[config.mk]
export PLATFORM = sky130hd
export DESIGN_NAME = pdu_dbus_bridge_flat
export DESIGN_NICKNAME = d
export VERILOG_FILES = /design/src/rtl/pdu_dbus_bridge_pkg.sv /design/src/rtl/pdu_dbus_bridge_if.sv /design/src/rtl/pdu_dbus_bridge_decode.sv /design/src/rtl/pdu_dbus_bridge.sv /design/src/flat_wrapper.sv
export SDC_FILE = /design/constraint.sdc
export NUM_CORES = 1
export LEC_CHECK = 0
export BUFFER_PORTS_ARGS = -buffer_cell sky130_fd_sc_hd__buf_2
export CORE_MARGIN = 2
export CORE_UTILIZATION = 40
export DETAILED_ROUTE_END_ITERATION = 16
export PLACE_DENSITY = 0.82
export SYNTH_ARGS = -nofsm -noshare
export SYNTH_HDL_FRONTEND = slang
export SYNTH_SLANG_ARGS = --single-unit
export TNS_END_PERCENT = 1
[constraint.sdc]
create_clock -name clk -period 4.4 [get_ports clk]
set_input_delay 0.88 -clock clk [delete_from_list [all_inputs] [get_ports clk]]
set_output_delay 0.88 -clock clk [all_outputs]
set_load 0.02 [all_outputs]
[src/rtl/pdu_dbus_bridge_pkg.sv]
// ----------------------------------------------------------------------------
// pdu_bus_pkg
// Shared definitions for the PDU data-bus bridge:
//   - pdu_state_t        : bridge FSM states (IDLE / ACCESS / RESP)
//   - PDU_DBUS_DEF_BASE  : default packed base addresses for three slaves
//   - PDU_DBUS_DEF_MASK  : default packed match masks for three slaves
//   - pdu_idx_w()        : width of a slave index for a given slave count
// ----------------------------------------------------------------------------
package pdu_bus_pkg;

    typedef enum logic [1:0] {
        ST_IDLE   = 2'd0,
        ST_ACCESS = 2'd1,
        ST_RESP   = 2'd2
    } pdu_state_t;

    // Slave 0 is the rightmost 32-bit field.
    localparam logic [3*32-1:0] PDU_DBUS_DEF_BASE = {32'h0000_8100, 32'h0000_8000, 32'h0000_4000};
    localparam logic [3*32-1:0] PDU_DBUS_DEF_MASK = {32'hFFFF_FF00, 32'hFFFF_FF00, 32'hFFFF_C000};

    // A single-slave build still needs a 1-bit index signal.
    function automatic int unsigned pdu_idx_w(input int unsigned n);
        return (n > 1) ? $clog2(n) : 1;
    endfunction

endpackage

[src/rtl/pdu_dbus_bridge_if.sv]
// ----------------------------------------------------------------------------
// pdu_dbus_bridge_if
// Host-side and slave-side signals of the PDU data-bus bridge.
//   modport slave  : the bridge's view (takes host requests, drives slaves)
//   modport master : the environment's view (host plus slave devices)
// Signals:
//   h_req, h_we, h_addr, h_wdata      host request
//   h_busy, h_ack, h_err, h_rdata     host response
//   s_sel, s_we, s_addr, s_wdata      slave access (one-hot select)
//   s_ready, s_rdata                  per-slave completion and read data
// ----------------------------------------------------------------------------
interface pdu_dbus_bridge_if #(
    parameter int unsigned N_SLV  = 3,
    parameter int unsigned ADDR_W = 32,
    parameter int unsigned DATA_W = 32
);

    logic                    h_req;
    logic                    h_we;
    logic [ADDR_W-1:0]       h_addr;
    logic [DATA_W-1:0]       h_wdata;
    logic                    h_busy;
    logic                    h_ack;
    logic                    h_err;
    logic [DATA_W-1:0]       h_rdata;
    logic [N_SLV-1:0]        s_sel;
    logic                    s_we;
    logic [ADDR_W-1:0]       s_addr;
    logic [DATA_W-1:0]       s_wdata;
    logic [N_SLV-1:0]        s_ready;
    logic [N_SLV*DATA_W-1:0] s_rdata;

    modport slave (
        input  h_req, h_we, h_addr, h_wdata, s_ready, s_rdata,
        output h_busy, h_ack, h_err, h_rdata, s_sel, s_we, s_addr, s_wdata
    );

    modport master (
        output h_req, h_we, h_addr, h_wdata, s_ready, s_rdata,
        input  h_busy, h_ack, h_err, h_rdata, s_sel, s_we, s_addr, s_wdata
    );

endinterface

[src/rtl/pdu_dbus_bridge_decode.sv]
// ----------------------------------------------------------------------------
// pdu_dbus_decode
// Address decoder: slave k hits when (addr & mask[k]) == base[k]; the lowest
// hitting index wins.
// Ports:
//   addr  in   ADDR_W  host byte address
//   hit   out  1       some slave matched
//   idx   out  IDX_W   index of the winning slave (0 when no hit)
// ----------------------------------------------------------------------------
module pdu_dbus_decode
    import pdu_bus_pkg::*;
#(
    parameter int unsigned                N_SLV    = 3,
    parameter int unsigned                ADDR_W   = 32,
    parameter logic [N_SLV*ADDR_W-1:0]    SLV_BASE = PDU_DBUS_DEF_BASE,
    parameter logic [N_SLV*ADDR_W-1:0]    SLV_MASK = PDU_DBUS_DEF_MASK,
    localparam int unsigned               IDX_W    = pdu_idx_w(N_SLV)
) (
    input  logic [ADDR_W-1:0] addr,
    output logic              hit,
    output logic [IDX_W-1:0]  idx
);

    always_comb begin
        hit = 1'b0;
        idx = '0;
        // Ascending scan; the first match locks out later indices.
        for (int unsigned k = 0; k < N_SLV; k++) begin
            if (!hit && ((addr & SLV_MASK[k*ADDR_W +: ADDR_W]) == SLV_BASE[k*ADDR_W +: ADDR_W])) begin
                hit = 1'b1;
                idx = IDX_W'(k);
            end
        end
    end

endmodule

[src/rtl/pdu_dbus_bridge.sv]
// ----------------------------------------------------------------------------
// pdu_dbus_bridge
// Single-outstanding bridge from a host request port to N_SLV memory-mapped
// slaves. A request in IDLE is decoded and latched; a hit enters ACCESS and
// holds the slave access until the selected slave's s_ready, a miss goes
// straight to RESP with an error. RESP pulses h_ack for one cycle.
// Ports:
//   clk   in  single clock, rising edge
//   rstn  in  asynchronous active-low reset
//   bus   pdu_dbus_bridge_if.slave (host and slave signal bundle)
// Build option:
//   PDU_DBUS_TIMEOUT_EN  when defined, ACCESS ends with an error after
//                        TIMEOUT_CYC cycles without s_ready; otherwise ACCESS
//                        waits indefinitely.
// ----------------------------------------------------------------------------
module pdu_dbus_bridge
    import pdu_bus_pkg::*;
#(
    parameter int unsigned             N_SLV       = 3,
    parameter int unsigned             ADDR_W      = 32,
    parameter int unsigned             DATA_W      = 32,
    parameter logic [N_SLV*ADDR_W-1:0] SLV_BASE    = PDU_DBUS_DEF_BASE,
    parameter logic [N_SLV*ADDR_W-1:0] SLV_MASK    = PDU_DBUS_DEF_MASK,
    parameter int unsigned             TIMEOUT_CYC = 16
) (
    input logic              clk,
    input logic              rstn,
    pdu_dbus_bridge_if.slave bus
);

    localparam int unsigned IDX_W = pdu_idx_w(N_SLV);

    pdu_state_t        state_q, state_d;

    logic              dec_hit;
    logic [IDX_W-1:0]  dec_idx;
    logic [ADDR_W-1:0] dec_base;

    logic              we_q;
    logic [IDX_W-1:0]  idx_q;
    logic [ADDR_W-1:0] off_q;
    logic [DATA_W-1:0] wdata_q;
    logic [DATA_W-1:0] rdata_q;
    logic              err_q;

    logic [N_SLV-1:0]  sel_oh;
    logic              sel_ready;
    logic [DATA_W-1:0] sel_rdata;
    logic              timeout;

    pdu_dbus_decode #(
        .N_SLV    (N_SLV),
        .ADDR_W   (ADDR_W),
        .SLV_BASE (SLV_BASE),
        .SLV_MASK (SLV_MASK)
    ) u_decode (
        .addr (bus.h_addr),
        .hit  (dec_hit),
        .idx  (dec_idx)
    );

    always_comb begin
        dec_base = '0;
        for (int unsigned k = 0; k < N_SLV; k++) begin
            if (dec_idx == IDX_W'(k)) dec_base = SLV_BASE[k*ADDR_W +: ADDR_W];
        end
    end

    // Only the latched slave's ready/rdata are looked at; others are ignored.
    always_comb begin
        sel_ready = 1'b0;
        sel_rdata = '0;
        for (int unsigned k = 0; k < N_SLV; k++) begin
            if (idx_q == IDX_W'(k)) begin
                sel_ready = bus.s_ready[k];
                sel_rdata = bus.s_rdata[k*DATA_W +: DATA_W];
            end
        end
    end

    assign sel_oh = N_SLV'(1) << idx_q;

`ifdef PDU_DBUS_TIMEOUT_EN
    localparam int unsigned CNT_W = $clog2(TIMEOUT_CYC + 1);

    logic [CNT_W-1:0] cnt_q;

    // Counts completed ACCESS cycles; zero on the first ACCESS cycle.
    always_ff @(posedge clk or negedge rstn) begin
        if (!rstn)                    cnt_q <= '0;
        else if (state_q != ST_ACCESS) cnt_q <= '0;
        else                          cnt_q <= cnt_q + 1'b1;
    end

    assign timeout = (state_q == ST_ACCESS) && (cnt_q == CNT_W'(TIMEOUT_CYC - 1));
`else
    assign timeout = 1'b0;
`endif

    always_ff @(posedge clk or negedge rstn) begin
        if (!rstn) state_q <= ST_IDLE;
        else       state_q <= state_d;
    end

    always_comb begin
        state_d    = state_q;
        bus.s_sel  = '0;
        bus.s_we   = 1'b0;
        case (state_q)
            ST_IDLE: begin
                if (bus.h_req) state_d = dec_hit ? ST_ACCESS : ST_RESP;
            end
            ST_ACCESS: begin
                bus.s_sel = sel_oh;
                bus.s_we  = we_q;
                if (sel_ready || timeout) state_d = ST_RESP;
            end
            ST_RESP: state_d = ST_IDLE;
            default: state_d = ST_IDLE;
        endcase
    end

    // Response registers change only on entry to RESP so they hold between
    // responses; the slave offset is computed once at request time.
    always_ff @(posedge clk or negedge rstn) begin
        if (!rstn) begin
            we_q    <= 1'b0;
            idx_q   <= '0;
            off_q   <= '0;
            wdata_q <= '0;
            rdata_q <= '0;
            err_q   <= 1'b0;
        end else begin
            case (state_q)
                ST_IDLE: begin
                    if (bus.h_req) begin
                        we_q    <= bus.h_we;
                        wdata_q <= bus.h_wdata;
                        idx_q   <= dec_idx;
                        off_q   <= dec_hit ? (bus.h_addr - dec_base) : '0;
                        if (!dec_hit) begin
                            rdata_q <= '0;
                            err_q   <= 1'b1;
                        end
                    end
                end
                ST_ACCESS: begin
                    if (sel_ready) begin
                        rdata_q <= we_q ? '0 : sel_rdata;
                        err_q   <= 1'b0;
                    end else if (timeout) begin
                        rdata_q <= '0;
                        err_q   <= 1'b1;
                    end
                end
                default: ;
            endcase
        end
    end

    assign bus.h_busy  = (state_q != ST_IDLE);
    assign bus.h_ack   = (state_q == ST_RESP);
    assign bus.h_err   = err_q;
    assign bus.h_rdata = rdata_q;
    assign bus.s_addr  = off_q;
    assign bus.s_wdata = wdata_q;

endmodule

[src/flat_wrapper.sv]
// flat-port wrapper written by rule: the top's interface ports become plain ports
module pdu_dbus_bridge_flat import pdu_bus_pkg::*;
#(
    parameter int unsigned             N_SLV       = 3,
    parameter int unsigned             ADDR_W      = 32,
    parameter int unsigned             DATA_W      = 32,
    parameter logic [N_SLV*ADDR_W-1:0] SLV_BASE    = PDU_DBUS_DEF_BASE,
    parameter logic [N_SLV*ADDR_W-1:0] SLV_MASK    = PDU_DBUS_DEF_MASK,
    parameter int unsigned             TIMEOUT_CYC = 16
)
  (clk, rstn, bus_h_req, bus_h_we, bus_h_addr, bus_h_wdata, bus_s_ready, bus_s_rdata, bus_h_busy, bus_h_ack, bus_h_err, bus_h_rdata, bus_s_sel, bus_s_we, bus_s_addr, bus_s_wdata);
  pdu_dbus_bridge_if #(.N_SLV(N_SLV), .ADDR_W(ADDR_W), .DATA_W(DATA_W)) bus_i ();
  input logic clk;
  input logic rstn;
  input wire logic [$bits(bus_i.h_req)-1:0] bus_h_req;
  input wire logic [$bits(bus_i.h_we)-1:0] bus_h_we;
  input wire logic [$bits(bus_i.h_addr)-1:0] bus_h_addr;
  input wire logic [$bits(bus_i.h_wdata)-1:0] bus_h_wdata;
  input wire logic [$bits(bus_i.s_ready)-1:0] bus_s_ready;
  input wire logic [$bits(bus_i.s_rdata)-1:0] bus_s_rdata;
  output wire logic [$bits(bus_i.h_busy)-1:0] bus_h_busy;
  output wire logic [$bits(bus_i.h_ack)-1:0] bus_h_ack;
  output wire logic [$bits(bus_i.h_err)-1:0] bus_h_err;
  output wire logic [$bits(bus_i.h_rdata)-1:0] bus_h_rdata;
  output wire logic [$bits(bus_i.s_sel)-1:0] bus_s_sel;
  output wire logic [$bits(bus_i.s_we)-1:0] bus_s_we;
  output wire logic [$bits(bus_i.s_addr)-1:0] bus_s_addr;
  output wire logic [$bits(bus_i.s_wdata)-1:0] bus_s_wdata;
  assign bus_i.h_req = bus_h_req;
  assign bus_i.h_we = bus_h_we;
  assign bus_i.h_addr = bus_h_addr;
  assign bus_i.h_wdata = bus_h_wdata;
  assign bus_i.s_ready = bus_s_ready;
  assign bus_i.s_rdata = bus_s_rdata;
  assign bus_h_busy = bus_i.h_busy;
  assign bus_h_ack = bus_i.h_ack;
  assign bus_h_err = bus_i.h_err;
  assign bus_h_rdata = bus_i.h_rdata;
  assign bus_s_sel = bus_i.s_sel;
  assign bus_s_we = bus_i.s_we;
  assign bus_s_addr = bus_i.s_addr;
  assign bus_s_wdata = bus_i.s_wdata;
  pdu_dbus_bridge #(.N_SLV(N_SLV), .ADDR_W(ADDR_W), .DATA_W(DATA_W), .SLV_BASE(SLV_BASE), .SLV_MASK(SLV_MASK), .TIMEOUT_CYC(TIMEOUT_CYC)) u_core (.clk(clk), .rstn(rstn), .bus(bus_i));
endmodule
* Word level (Yosys, flattened, before mapping)
Index checks and enable logic that the tools add are counted.
** Storage, ports and cells
- Register bits after elaboration :: 102
- Output and inout bits :: 103
- Word-level logic and storage cells :: 63
- Bits of input ports :: 167
** Operators by class
- Eq/ne operators :: 12
- Add/sub/neg operators :: 1
- Shifts and indexed selects :: 1
- Mux-type cells :: 30
- Reductions and logical operators :: 12
** Operators by type and width (count)
- two-way mux 32 bit :: 10
- one-hot mux 32 bit (2 select lines) :: 1
- equality test 24 x 8 -> 1 bit, second input constant :: 2
- subtractor 32 bit :: 1
- equality test 18 x 1 -> 1 bit, second input constant :: 1
- two-way mux 15 bit :: 1
- two-way mux 1 bit :: 11
- two-way mux 2 bit :: 4
- equality test 2 x 1 -> 1 bit, second input constant :: 3
- equality test 2 bit, second input constant :: 3
- logical NOT 2 bit :: 3
- inequality test 2 bit, second input constant :: 2
- one-hot mux 2 bit (2 select lines) :: 1
- AND reduction 2 bit :: 2
- AND reduction 4 bit :: 1
- nonzero test 2 bit :: 2
- two-way mux 3 bit :: 1
- << shifter 1 x 2 -> 3 bit, first input constant :: 1
- logical AND 1 bit :: 2
- logical NOT 1 bit :: 2
- inequality test 2 x 1 -> 1 bit, second input constant :: 1
- one-hot mux 1 bit (2 select lines) :: 1

* Depth between registers and ports, before layout
Gate-level depths: netlist (run 1).
- Word-level depth :: 14
- Mapped depth :: 10
- Depth with buffers taken out :: 9

* By module
From an unflattened synthesis (run 1), not the netlist that was laid out.
** Second synthesis, totals
- Cell total of the unflattened synthesis :: 600
- Area total of the unflattened synthesis :: 5360.1 um2
** Modules (own cells, without submodules)
- pdu_dbus_bridge :: times used 1, cells an instance 587, area an instance 5263.8 um2
- pdu_dbus_decode :: times used 1, cells an instance 13, area an instance 96.3 um2

* Worst setup path after synthesis (run 1)
No wires, ideal clock.
- Path kind :: input to register
- From :: input bus_h_addr[11]
- To :: register u_core.off_q[31] (netlist: u_core.bus.s_addr[31])
- Data required time :: 4.256 ns
- Stages :: 8
- Arrival :: 3.195 ns
- Setup time :: 0.144 ns
- Path slack :: 1.061 ns
- Path through :: or4_4 -> or4_1 -> buf_2 -> ha_1 -> o21ai_0 -> a221o_1 -> a31oi_1 -> o21ai_0
** On the way
- Word-level cells in the longest chain between the ends :: 12
** RTL lines
- from (decl) :: line flat_wrapper.sv:17 : input wire logic [$bits(bus_i.h_addr)-1:0] bus_h_addr;
- equality test 24 x 8 -> 1 bit :: line pdu_dbus_bridge_decode.sv:29 : if (!hit && ((addr & SLV_MASK[k*ADDR_W +: ADDR_W]) == SLV_BASE[k*ADDR_W +: ADDR_W])) begin
- logical AND 1 bit :: line pdu_dbus_bridge_decode.sv:29
- two-way mux 1 bit :: line pdu_dbus_bridge_decode.sv:29
- logical NOT 1 bit :: line pdu_dbus_bridge_decode.sv:29
- logical AND 1 bit :: line pdu_dbus_bridge_decode.sv:29
- two-way mux 2 bit :: line pdu_dbus_bridge_decode.sv:29
- logical NOT 2 bit :: line pdu_dbus_bridge.sv:65 : if (dec_idx == IDX_W'(k)) dec_base = SLV_BASE[k*ADDR_W +: ADDR_W];
- two-way mux 15 bit :: line pdu_dbus_bridge.sv:65
- two-way mux 32 bit (2 in series) :: line pdu_dbus_bridge.sv:65
- subtractor 32 bit :: line pdu_dbus_bridge.sv:140 : off_q <= dec_hit ? (bus.h_addr - dec_base) : '0;
- two-way mux 32 bit * :: line pdu_dbus_bridge.sv:140
- to (signal assigned) :: line pdu_dbus_bridge.sv:140
- to (decl) :: line pdu_dbus_bridge.sv:41 : logic [ADDR_W-1:0] off_q;
Mark *: on every way between the ends. The rest lies on a longest branch, timed or not.
A chain may end at the register's enable or synchronous reset.

* Worst setup path after layout (run 1)
Same ends and word-level chain as after synthesis.

==> results of run 1 <==
## how the worst min path moves through the flow
stage / from / endpoint / slack (ns) / cells after the start
after CTS: u_core.bus.s_wdata[2] / u_core.bus.s_wdata[2] / 0.48 / 2
after global placement: u_core.bus.s_wdata[7] / u_core.bus.s_wdata[7] / 0.45 / 2
after global routing: u_core.bus.s_wdata[7] / u_core.bus.s_wdata[7] / 0.50 / 2
after floorplan: u_core.we_q / u_core.we_q / 0.53 / 2
after detailed placement: u_core.bus.s_wdata[24] / u_core.bus.s_wdata[24] / 0.46 / 2
final: u_core.bus.s_wdata[25] / u_core.bus.s_wdata[25] / 0.48 / 2
## where the power goes
group,total (mW),switching (mW),internal (mW)
clock,0.783,0.373,0.410
combinational,0.390,0.248,0.142
sequential,1.02,0.0310,0.993
## final cells by class
class	instances	area [µm²]
fillers	1157	5650
flip-flops and latches	102	2550
multi-input cells	353	2280
repair buffers	280	1430
clock buffers	10	239
well taps	172	215
inverters	40	150
clock inverters	6	51.3
## cells by family after synthesis
logic type               after synthesis
AO/OA/AOI/OAI                        147
XOR/XNOR                               6
adder cells (fa/ha/maj)                4
AND/OR/NAND/NOR                      163
flip-flops                           102
buffers and inverters                 84
multiplexers                          33
## routing by layer
metal,vias up,GRT usage,routed length [µm]
met4,0,0.0956,463
met1,2361,0.270,6430
met2,221,0.376,7390
met3,31,0.0530,1090
met5,-,0,0
li1,2411,-,-
## sequential cells by signal, indices dropped and copies added (netlist names)
signal / count
u_core.bus.h_err: 1
u_core.bus.h_rdata: 32
u_core.bus.s_addr: 32
u_core.bus.s_wdata: 32
u_core.idx_q: 2
u_core.state_q: 2
u_core.we_q: 1
## worst register-to-register path: stages (launching register included)
cell,delay (ns)
dfrtp_1,0.46
nand2b_1,0.22
nor2_2,0.10
buf_4,0.36
nand4_1,0.86
o21ai_0,0.48
## cells in the final DEF (no fill, tap or decap), types with 2 or more instances in the layout
cell	n
a22o_1	8
a31oi_1	2
a32oi_1	32
and4_1	2
buf_2	268
buf_4	12
clkbuf_16	9
dfrtp_1	101
ha_1	4
inv_1	40
inv_6	3
mux2i_1	33
nand2_1	126
nand2b_1	3
nand4_1	2
nor2_1	6
nor2_2	2
nor2b_1	5
nor3_1	4
nor4_1	3
o21ai_0	15
o21ai_1	13
o21ai_2	2
o2bb2ai_1	32
o31ai_1	32
o31ai_2	2
xnor2_1	4
xor2_1	2
## synthesized netlist by cell type
| cell | count | area [µm²] |
|---|---|---|
| nor3b_1 | 1 | 7.51 |
| o211ai_1 | 1 | 7.51 |
| o31ai_1 | 32 | 240 |
| nand2b_1 | 4 | 25.0 |
| a22o_1 | 8 | 70.1 |
| a221o_1 | 1 | 10.0 |
| o2bb2ai_1 | 32 | 280 |
| o21ai_0 | 15 | 75.1 |
| nor4_1 | 3 | 18.8 |
| xor2_1 | 2 | 17.5 |
| dfrtp_1 | 102 | 2550 |
| a41oi_1 | 1 | 8.76 |
| o22a_1 | 1 | 8.76 |
| ha_1 | 4 | 50.1 |
| or3_1 | 1 | 6.26 |
| clkbuf_1 | 36 | 135 |
| or3b_2 | 1 | 8.76 |
| mux2i_1 | 33 | 330 |
| a21oi_1 | 2 | 10.0 |
| xnor2_1 | 4 | 35.0 |
| o31ai_2 | 2 | 25.0 |
| nand3b_1 | 1 | 7.51 |
| nor2_1 | 8 | 30.0 |
| nor3_1 | 4 | 20.0 |
| or4_4 | 1 | 11.3 |
| o21a_1 | 1 | 7.51 |
| buf_1 | 1 | 3.75 |
| buf_2 | 7 | 35.0 |
| o21ai_1 | 15 | 75.1 |
| a31o_2 | 1 | 8.76 |
| nand2_1 | 126 | 473 |
| nand4_1 | 2 | 12.5 |
| o21ba_2 | 1 | 10.0 |
| and4_1 | 2 | 17.5 |
| a31oi_1 | 2 | 12.5 |
| or4_1 | 1 | 7.51 |
| inv_1 | 40 | 150 |
| nor2b_1 | 6 | 37.5 |
| nor4b_1 | 1 | 8.76 |
| or2_2 | 1 | 6.26 |
| a32oi_1 | 32 | 280 |
## metrics by stage
stage | setup slack, ns | power, mW | hold slack, ns | utilization | instances
3_3_place_gp | 0.647 | 1.43 | 0.454 | 0.528 | 947
6_report | 0.922 | 2.20 | 0.477 | 0.551 | 963
4_1_cts | 0.929 | 2.22 | 0.479 | 0.551 | 963
5_1_grt | 0.718 | 2.31 | 0.499 | 0.551 | 963
3_5_place_dp | 0.527 | 1.43 | 0.459 | 0.528 | 947
2_1_floorplan | 1.06 | 1.24 | 0.530 | - | 539
==> metrics, run 1 <==
synthesis warning total 0; worst path cell trace buf_2, or4_4, or4_1, ha_1, o21ai_0, a221o_1, a31oi_1, o21ai_0; Skew-Pair Late Insertion Delay 0.35 ns; first-pass GRT wire length 24800 µm; CTS tree yes; Peak VDD IR 0.000242 V; Compound-Gate Fraction of Synth Area 0.220; vias in the first global route 4942; worst-margin pin slew 1.00 ns; Setup crit end kind register; worst path required time 4.59 ns; CTS root buffer clkbuf_16; Slew Limit Headroom 0.330; hold buffer count at cts 0; Critical R2R Capture u_core.bus.s_addr[12]; I/O pin total 270; Simple-Gate Fraction of Synth Area 0.136; Peak Freq about 0.29 GHz; Iter 0 DRT Violations 274; leakage power about 3.5 nW; Num CTS Buffers 9; sum of negative setup slack 0 ns; core box area around 13000 µm²; # port buffers 269; drt drc 0; pin count of the biggest net entering global routing 78; main combinational cell family by area after synthesis compound AO/OA/AOI/OAI gates; post-CTS setup buffers 0; clock-pin slew on the worst setup and hold paths roughly 0.07 ns; final setup vio count 0; CP max stage delay 0.62 ns; Slew Limit Fails 0; final hold violations 0; Resize count post-CTS 0; XOR/XNOR Fraction of Synth Area 0.0102; GRT Overall Usage 0.222; Syn-to-layout area delta 34.8%; Crit path top cell by count o21ai_0; CP Class in2reg; CP startpoint bus_h_addr[11]; sequential fraction of the synthesis area 0.497; crit path max fanout 8; Synth Area in Adders 0.00974; WP depth 8; detailed placement HPWL 11100 µm; worst-case reg-to-reg path depth 5; syn avg cell area ~9.5 µm²; synth unique cells 41; slowest CP cell or4_1; RSZ-0062 raised after global routing false; synthesized net count 710; Nets 957; Die X ~120 µm; crit path to u_core.bus.s_addr[31]; Initial Util 0.409; clock sinks about 100; grt ovf 0; vias post-DR 5024; H-tree depth 3; initial antenna violation count 0; Vias/cell 5.22; Critical path buffers and inverters 1; Post-Syn Instances 539; FF+latch count, synth 102; Rows 41; Clock Path Buffers 2; area of placed instances 6630 µm²; crit path DAT ~3.7 ns; HP Class reg2reg; R2R setup slack approximately 1.8 ns; share of cells above drive strength 1 0.393; mux cell area share after synthesis 0.0643; DIE HEIGHT ~120 µm; min Tclk post-route 3.48 ns; crit path launch type input pin; 1st-pass router iterations 4; outcome complete, no violations; Detailed Route WL 15400 µm; fin area around 7000 µm²; Die ar. 13800 µm²; family with the most delay on the worst path simple AND/OR/NAND/NOR gates; wire per inst 16.0 µm; FF-to-FF Start u_core.state_q[0]; Placer Congestion 0.900; PwrDens 317 nW/µm²; MaxCap Viol Count 0; Final Cycle Share 0.790; Post-Route Skew 0.00877 ns; Final ANT Viol Nets 0; synthesized cell area between 5000 and 6000 µm²; # diodes 0
(Power assumes the default switching activity.)
==> run 2: changes to the inputs <==
clock period = 3.33 ns   (was 4.4 ns; I/O delays follow)
==> metrics, run 2 (same netlist as run 1, synthesis figures left out) <==
worst-margin pin slew 0.653 ns (was 1.00 ns); 1st-pass router iterations 4 (unchanged); Vias/cell 5.09 (was 5.22); Syn-to-layout area delta 36.4% (was 34.8%); Die ar. 13800 µm² (unchanged); detailed placement HPWL 11100 µm (about the same); drt drc 0 (unchanged); Post-Route Skew 0.00925 ns (was 0.00877 ns); crit path DAT 3.31 ns (was 3.67 ns); CTS root buffer clkbuf_16 (unchanged); hold buffer count at cts 0 (unchanged); Nets 963 (was 957); sum of negative setup slack 0 ns (unchanged); Die X 117 µm (unchanged); Critical R2R Capture u_core.bus.h_rdata[17] (was u_core.bus.s_addr[12]); CTS tree yes (unchanged); core box area 12600 µm² (unchanged); first-pass GRT wire length 23900 µm (was 24800 µm); FILL cells 1103 (was 1157); Final Core Density 0.558 (was 0.551); Iter 0 DRT Violations 248 (was 274); Placer Congestion 0.858 (was 0.900); HP Class in2async (was reg2reg); Final Cycle Share 0.915; grt ovf 0 (unchanged); initial antenna violation count 0 (unchanged); final hold violations 0 (unchanged); worst-case reg-to-reg path depth 5 (unchanged); GRT Overall Usage 0.213 (was 0.222); crit path launch type input pin (unchanged); Peak Freq 0.328 GHz; vias in the first global route 4871 (was 4942); Rows 41 (unchanged); top layer in use met4 (unchanged); wire per inst 15.3 µm (was 16.0 µm); clock sinks 102 (unchanged); Initial Util 0.409 (unchanged); most common cell after layout, fill and taps aside buf_2 (unchanged); Num CTS Buffers 9 (unchanged); Setup crit end kind register (unchanged); vias post-DR 4932 (was 5024); Final ANT Viol Nets 0 (unchanged); R2R setup slack 1.38 ns (was 1.81 ns); crit path max fanout 8 (unchanged); final setup vio count 0 (unchanged); Slew Limit Fails 0 (unchanged); share of cells above drive strength 1 0.399 (was 0.393); pin count of the biggest net entering global routing 62 (was 78); WL met3 1120 µm (was 1090 µm); DIE HEIGHT 117 µm (unchanged); Skew-Pair Late Insertion Delay 0.34 ns (was 0.35 ns); Multi-input gate area 2290 µm² (was 2280 µm²); Final Power 2.91 mW (was 2.20 mW); post-CTS setup buffers 0 (unchanged); Slew Limit Headroom 0.564 (was 0.330); H-tree depth 3 (unchanged); Clock Path Buffers 2 (unchanged); fin area 7010 µm² (was 6920 µm²); I/O pin total 270 (unchanged); RSZ-0062 raised after global routing false (unchanged); PwrDens 415 nW/µm² (was 317 nW/µm²); # port buffers 269 (unchanged); commonest non-fill, non-tap cells in the layout buf_2 (268), nand2_1 (126), dfrtp_1 (101), inv_1 (40), mux2i_1 (33) (unchanged); min Tclk post-route 3.05 ns; worst path required time 3.59 ns (was 4.59 ns); MaxCap Viol Count 0 (unchanged); worst slack, placed -0.0986 ns (was 0.527 ns); leakage power 3.52 nW (was 3.49 nW); Final Worst Setup Slack 0.283 ns (was 0.922 ns); area of placed instances 6700 µm² (was 6630 µm²); metal2 WL 7010 µm (was 7390 µm); outcome complete, no violations (unchanged); Detailed Route WL 14800 µm (was 15400 µm); clock-pin slew on the worst setup and hold paths 0.08 ns (was 0.07 ns); register area 2550 µm² (unchanged); # diodes 0 (unchanged); M1 WL 6310 µm (was 6430 µm); FF-to-FF Start u_core.idx_q[1] (was u_core.state_q[0]); CP Class in2reg (unchanged); Peak VDD IR 0.000265 V (was 0.000242 V)
[run 2: cell types whose count changed in the layout (fill, tap and decap cells not counted), moves of 2 or more]
cell,delta
inv_8,+2
buf_4,+4
inv_6,-2
clkinvlp_4,+2
buf_12,+2
[run 2: layout make-up]
class                      count  share of cell area
multi-input combinational    353               0.327
clock buffer                   9              0.0321
clock inverter                 7              0.0105
sequential                   102               0.364
timing repair buffer         286               0.214
tap                          172              0.0307
inverter                      40              0.0214
[run 2: report_power, final]
group          internal, mW  switching [mW]
registers              1.31          0.0427
logic                 0.196           0.326
clock network         0.532           0.500
total                  2.04           0.869
[run 2: metal layers]
metal  track usage  vias to the layer above
met1         0.267                     2283
met2         0.359                      199
met3        0.0520                       28
met4        0.0806                        0
met5             0                        -
li1              -                     2422
[run 2: through the flow]
stage	instances	hold WS (ns)
2_1_floorplan	539	0.370
3_3_place_gp	953	0.455
3_5_place_dp	953	0.458
4_1_cts	969	0.336
5_1_grt	969	0.367
6_report	969	0.334
[run 2: worst max-delay path by stage]
stage | startpoint | to | slack, ns | cells after the start
floorplan | bus_h_addr[11] | u_core.bus.s_addr[31] | 0.21 | 8
global placement | bus_h_addr[11] | u_core.bus.s_addr[31] | -0.05 | 8
detailed placement | bus_h_addr[11] | u_core.bus.s_addr[31] | -0.1 | 10
CTS | bus_h_addr[11] | u_core.bus.s_addr[31] | 0.26 | 10
global route | bus_h_addr[28] | u_core.bus.s_addr[31] | 0.11 | 11
finish | bus_h_addr[11] | u_core.bus.s_addr[31] | 0.28 | 10
[run 2: what timing repair did]
action | CTS | global route
hold endpoints to repair | 0 | 0
endpoints found under the setup margin | 0 | 1
gates resized for setup | 0 | 1
[run 2: worst max-delay path: stages]
cell and delay, ns:
buf_2 0.10, or4_4 0.53, or4_1 0.55, buf_4 0.18
nor2_1 0.09, ha_1 0.19, nor4b_1 0.35, a221o_1 0.25
a31oi_2 0.20, o21ai_0 0.19
